==> src/rtl/nibble_serial_subtractor.sv <==
// nibble_serial_subtractor
// Sequential 16-bit subtractor computing d = a - b one nibble per clock,
// least-significant nibble first. A registered borrow links the nibbles and
// each nibble resolves its internal borrows with a 4-bit lookahead, so the
// critical path is a single nibble plus the borrow register.
//
// Ports:
//   clk   in   1  rising-edge clock
//   rst   in   1  synchronous, active-high reset
//   start in   1  request, sampled only in IDLE or DONE
//   a     in  16  minuend, latched on the accepting edge
//   b     in  16  subtrahend, latched on the accepting edge
//   busy  out  1  high while nibbles are being computed
//   done  out  1  one-cycle pulse, results valid from this cycle
//   d     out 16  a - b mod 2^16
//   bout  out  1  borrow out (a < b unsigned)
//   zero  out  1  d == 0
//   ovf   out  1  signed overflow of a - b
module nibble_serial_subtractor (
  input  logic        clk,
  input  logic        rst,
  input  logic        start,
  input  logic [15:0] a,
  input  logic [15:0] b,
  output logic        busy,
  output logic        done,
  output logic [15:0] d,
  output logic        bout,
  output logic        zero,
  output logic        ovf
);

  typedef enum logic [1:0] {StIdle, StRun, StDone} state_e;

  state_e      r_state;
  state_e      w_state_next;
  logic [15:0] r_a;
  logic [15:0] r_b;
  logic [15:0] r_work;
  logic        r_borrow;
  logic [1:0]  r_idx;
  logic [15:0] r_d;
  logic        r_bout;
  logic        r_zero;
  logic        r_ovf;

  logic        w_accept;
  logic [3:0]  w_na;
  logic [3:0]  w_nb;
  logic [3:0]  w_gen;
  logic [3:0]  w_prop;
  logic [4:0]  w_bor;
  logic [3:0]  w_ndiff;
  logic [15:0] w_work_next;

  // Select the active nibble of the latched operands.
  always_comb begin
    w_na = 4'h0;
    w_nb = 4'h0;
    unique case (r_idx)
      2'd0: begin w_na = r_a[3:0];   w_nb = r_b[3:0];   end
      2'd1: begin w_na = r_a[7:4];   w_nb = r_b[7:4];   end
      2'd2: begin w_na = r_a[11:8];  w_nb = r_b[11:8];  end
      2'd3: begin w_na = r_a[15:12]; w_nb = r_b[15:12]; end
      default: ;
    endcase
  end

  // Borrow lookahead: each borrow is a flat sum of products of gen/prop and
  // the nibble borrow-in, so no bit waits on the previous bit's borrow.
  always_comb begin
    w_gen    = ~w_na & w_nb;
    w_prop   = ~(w_na ^ w_nb);
    w_bor[0] = r_borrow;
    w_bor[1] = w_gen[0] | (w_prop[0] & r_borrow);
    w_bor[2] = w_gen[1] | (w_prop[1] & w_gen[0]) | (w_prop[1] & w_prop[0] & r_borrow);
    w_bor[3] = w_gen[2] | (w_prop[2] & w_gen[1]) | (w_prop[2] & w_prop[1] & w_gen[0])
             | (w_prop[2] & w_prop[1] & w_prop[0] & r_borrow);
    w_bor[4] = w_gen[3] | (w_prop[3] & w_gen[2]) | (w_prop[3] & w_prop[2] & w_gen[1])
             | (w_prop[3] & w_prop[2] & w_prop[1] & w_gen[0])
             | (w_prop[3] & w_prop[2] & w_prop[1] & w_prop[0] & r_borrow);
    w_ndiff  = w_na ^ w_nb ^ w_bor[3:0];
  end

  // Working difference with the current nibble merged in.
  always_comb begin
    w_work_next = r_work;
    unique case (r_idx)
      2'd0: w_work_next[3:0]   = w_ndiff;
      2'd1: w_work_next[7:4]   = w_ndiff;
      2'd2: w_work_next[11:8]  = w_ndiff;
      2'd3: w_work_next[15:12] = w_ndiff;
      default: ;
    endcase
  end

  assign w_accept = start && ((r_state == StIdle) || (r_state == StDone));

  always_comb begin
    w_state_next = r_state;
    busy         = 1'b0;
    done         = 1'b0;
    unique case (r_state)
      StIdle: begin
        if (start) w_state_next = StRun;
      end
      StRun: begin
        busy = 1'b1;
        if (r_idx == 2'd3) w_state_next = StDone;
      end
      StDone: begin
        done         = 1'b1;
        w_state_next = start ? StRun : StIdle;
      end
      default: w_state_next = StIdle;
    endcase
  end

  always_ff @(posedge clk) begin
    if (rst) begin
      r_state  <= StIdle;
      r_a      <= 16'h0000;
      r_b      <= 16'h0000;
      r_work   <= 16'h0000;
      r_borrow <= 1'b0;
      r_idx    <= 2'd0;
      r_d      <= 16'h0000;
      r_bout   <= 1'b0;
      r_zero   <= 1'b0;
      r_ovf    <= 1'b0;
    end else begin
      r_state <= w_state_next;
      if (w_accept) begin
        r_a      <= a;
        r_b      <= b;
        r_work   <= 16'h0000;
        r_borrow <= 1'b0;
        r_idx    <= 2'd0;
      end else if (r_state == StRun) begin
        r_work   <= w_work_next;
        r_borrow <= w_bor[4];
        r_idx    <= r_idx + 2'd1;
        // Last nibble: publish the complete result on the DONE-entry edge.
        if (r_idx == 2'd3) begin
          r_d    <= w_work_next;
          r_bout <= w_bor[4];
          r_zero <= (w_work_next == 16'h0000);
          r_ovf  <= (r_a[15] != r_b[15]) && (w_work_next[15] != r_a[15]);
        end
      end
    end
  end

  assign d    = r_d;
  assign bout = r_bout;
  assign zero = r_zero;
  assign ovf  = r_ovf;

endmodule

==> config.mk <==
export PLATFORM = sky130hd
export DESIGN_NAME = nibble_serial_subtractor
export DESIGN_NICKNAME = d
export VERILOG_FILES = /design/src/rtl/nibble_serial_subtractor.sv
export SDC_FILE = /design/constraint.sdc
export NUM_CORES = 1
export LEC_CHECK = 0
export ABC_AREA = 0
export CORE_ASPECT_RATIO = 0.7
export CORE_UTILIZATION = 40
export DETAILED_ROUTE_END_ITERATION = 10
export HOLD_SLACK_MARGIN = 0.03
export PLACE_DENSITY = 0.6
export SLEW_MARGIN = 10
export SYNTH_ARGS = -nofsm -noshare
export SYNTH_HDL_FRONTEND = slang
export SYNTH_SLANG_ARGS = --single-unit
==> constraint.sdc <==
create_clock -name clk -period 5.2 [get_ports clk]
set_input_delay 1.3 -clock clk [delete_from_list [all_inputs] [get_ports clk]]
set_output_delay 1.3 -clock clk [all_outputs]
set_load 0.01 [all_outputs]
==> flow_summary_export.csv <==
group,metric,value,unit
sta,rsz0062_at_grt,"no",
pwr,clkPwrFrac,36.3,%
detailed_routing,vias,2593,
clock_tree,insertion_delay,0.34,ns
layout,antennaDiodeCount,0,
critical_path,cp.arrival,3.66,ns
floorplanning,die_area,7820,um2
synthesis,yosys.area_share.simple,20.6,%
place,gp_routability_congestion,0.768,
layout,fin_util,53.6,%
sta,finalHoldViolations,0,
place,dp_hpwl,4.96,mm
synthesis,ys_ff_latch,68,
grt,grt_util_met2,27.3,%
grt,grt_max_degree,56,
floorplanning,fp-row-count,25,
layout,regArea,1360,um2
sta,tightest_slew,0.826,ns
place,place_ws,1.88,ns
grt,grt_pass1_vias,2328,
pwr,switching_power,0.000319,W
pwr,vdd_drop_max,0.122,mV
grt,gr-usage-all-layers,20.0,%
floorplanning,start_util,42.8,%
synthesis,syn_avg_cell_area,8.07,um2
synthesis,ys_types,37,
pwr,p_seq_share,47.3,%
clock_tree,clock_sinks,68,
synthesis,synthAdderAreaFrac,4.44,%
sta,slew_viol_final,0,
floorplanning,io-pin-count,56,
critical_path,start_kind,"flip-flop",
synthesis,seq_area_frac_synth,45.6,%
critical_path,crit_fanout,20,
synthesis,synth_top_family_by_area,"simple AND/OR/NAND/NOR gates",
floorplanning,die_h,74.3,um
detailed_routing,wire_per_inst,14.8,um
layout,final_layout_size_suffix_gt1_share,6.34,%
synthesis,synth_mux_area_share,2.77,%
synthesis,netlist_area,2990,um2
clock_tree,clk_pin_slew_worst_paths,0.07,ns
detailed_routing,ant_nets,0,
synthesis,synth-compound-area-share,20.1,%
layout,area_delta_synth_final,25.3,%
detailed_routing,drt_wl_total,7.44,mm
pwr,p_leak,1.34,nW
clock_tree,cts_hold_buf,0,
grt,use_met1,29.6,%
min_path,hold_path.class,"flip-flop to flip-flop",
grt,grt_busiest_layer,"met1",
layout,final_common_cell,"nand2_1",
grt,grt_use_met3,7.19,%
pwr,pwr-share-comb,16.4,%
critical_path,worst-setup-path-type,"flip-flop to flip-flop",
outcome,outcome,"completed",
detailed_routing,drc,0,
sta,min_period,3.41,ns
pwr,netSwitchingFraction,27.2,%
critical_path,cp_data_required_time,5.45,ns
synthesis,synth-edff-count,0,
synthesis,synthXorXnorAreaFrac,1.42,%
layout,final_cell_mix,"89 x nand2_1, 68 x dfxtp_1, 54 x clkdlybuf4s50_1, 51 x a21oi_1, 35 x nor2_1",
sta,fin_setup_tns,0,ns
grt,grt_pass1_wl,12.0,mm
clock_tree,numCtsBuffers,9,
pwr,powerDensity,314,nW/um2
synthesis,synthArstFlopShare,0,%
floorplanning,die_w,105,um
layout,multi_input_comb_area,1480,um2
layout,nFillCells,652,
place,portBuffers,55,
critical_path,cp-end-kind,"flip-flop",
clock_tree,cts_tree,"built",
grt,antenna_found_initial,0,
synthesis,ys_warn_count,0,
run,cap_violations,0,
clock_tree,h-tree-depth,3,
clock_tree,postCtsSetupBuffers,0,
sta,clock_skew,0.00795,ns
synthesis,synthCells,370,
detailed_routing,viasPerCell,5.14,
sta,max-slew-margin-rel,44.5,%
clock_tree,cts_resized,0,
clock_tree,cts_root_buffer,"clkbuf_8",
layout,fin_nets,452,
detailed_routing,drt-initial-drc-count,176,
synthesis,syn-num-nets,415,
detailed_routing,dr.pass1.iters,5,
sta,period_share,65.6,%
sta,setup_slack,1.79,ns
clock_tree,clockBufferDepth,2,
pwr,internal_power,0.000855,W
floorplanning,core-area,6980,um2
grt,grt-ovfl-total,0,
sta,setup_viol,0,
synthesis,synth_ff_type,"dfxtp_1",
sta,achievable-frequency,0.293,GHz
==> stage by stage <==
| stage | instances | hold WS [ns] | power, W | instance area, um2 |
|---|---|---|---|---|
| after floorplan | 370 | 0.433 | 0.000687 | 2990 |
| after global placement | 490 | 0.442 | 0.000755 | 3540 |
| after detailed placement | 490 | 0.447 | 0.000758 | 3540 |
| after CTS | 504 | 0.454 | 0.00118 | 3730 |
| after global routing | 504 | 0.476 | 0.00123 | 3740 |
| final | 504 | 0.450 | 0.00117 | 3740 |
==> sequential cells by signal (all words and copies together) (netlist names) <==
signal / count
d: 16
ovf: 1
r_idx: 2
r_work: 12
r_state: 2
r_borrow: 1
zero: 1
r_b: 16
bout: 1
r_a: 16
==> routing by layer <==
metal	vias to the layer above	share of wire (%)
met5	-	0
met4	0	0.61
met3	7	7.3
met2	92	38
met1	1161	54
li1	1333	-
==> path summary, 6_finish.rpt <==
check / slack, ns / end / cells after the start / startpoint
max reg2reg: 1.79 / zero$_SDFFE_PP0P_ / 10 / r_idx[0]$_SDFFE_PP0P_
min: 0.45 / d[1]$_SDFFE_PP0P_ / 2 / d[1]$_SDFFE_PP0P_
min reg2reg: 0.45 / d[1]$_SDFFE_PP0P_ / 2 / d[1]$_SDFFE_PP0P_
max: 1.79 / zero$_SDFFE_PP0P_ / 10 / r_idx[0]$_SDFFE_PP0P_
==> cells in the mapped netlist (2+ instances only) <==
| library cell | instances | area (um2) |
|---|---|---|
| a211o_1 | 4 | 35.0 |
| a211o_2 | 3 | 30.0 |
| a211oi_1 | 13 | 97.6 |
| a21oi_1 | 51 | 255 |
| a222oi_1 | 6 | 60.1 |
| a22oi_1 | 2 | 15.0 |
| and2_1 | 5 | 31.3 |
| buf_2 | 4 | 20.0 |
| clkbuf_1 | 26 | 97.6 |
| dfxtp_1 | 68 | 1360 |
| ha_1 | 9 | 113 |
| inv_1 | 8 | 30.0 |
| mux2_2 | 2 | 22.5 |
| mux2i_1 | 6 | 60.1 |
| nand2_1 | 89 | 334 |
| nand2b_1 | 3 | 18.8 |
| nand3b_1 | 2 | 15.0 |
| nor2_1 | 35 | 131 |
| nor2b_1 | 3 | 18.8 |
| nor3_1 | 5 | 25.0 |
| nor4_1 | 3 | 18.8 |
| o211ai_1 | 3 | 22.5 |
| o21ai_0 | 4 | 20.0 |
| xnor2_1 | 3 | 26.3 |
==> cell families (layout without fill, tap and decap cells) <==
| kind of cell | Yosys count | after routing |
|---|---|---|
| DFF | 68 | 68 |
| buffers and inverters | 39 | 79 |
| and+or+nand+nor | 148 | 148 |
| adders and majority gates | 10 | 10 |
| xor gates and xnor gates | 4 | 4 |
| muxes | 8 | 8 |
| AOI/OAI and AO/OA | 93 | 93 |
==> final cells by class <==
cell class,count,share of cell area (%)
flip-flops and latches,68,36.4
clock buffers,12,4.15
well taps,94,3.14
clock inverters,2,0.937
multi-input cells,263,39.6
repair buffers,57,15.0
inverters,8,0.803
==> critical path, cell delays in order, from the launching register on <==
cell	delay (ns)
dfxtp_1	0.40
inv_1	0.11
ha_1	0.48
a22oi_1	0.30
nand2_1	0.08
mux2_2	0.29
fa_1	0.41
xnor2_1	0.59
and3_1	0.30
o2111ai_1	0.14
o31ai_1	0.22
==> power groups by stage <==
| stage | logic [W] | clock network [W] | registers [W] |
|---|---|---|---|
| 2_1_floorplan | 0.000126 | 0 | 0.000561 |
| 3_3_place_gp | 0.000189 | 0 | 0.000566 |
| 3_5_place_dp | 0.000192 | 0 | 0.000566 |
| 4_1_cts | 0.000193 | 0.000438 | 0.000554 |
| 5_1_grt | 0.000211 | 0.000462 | 0.000556 |
| 6_report | 0.000193 | 0.000426 | 0.000555 |
(Power assumes the default switching activity.)
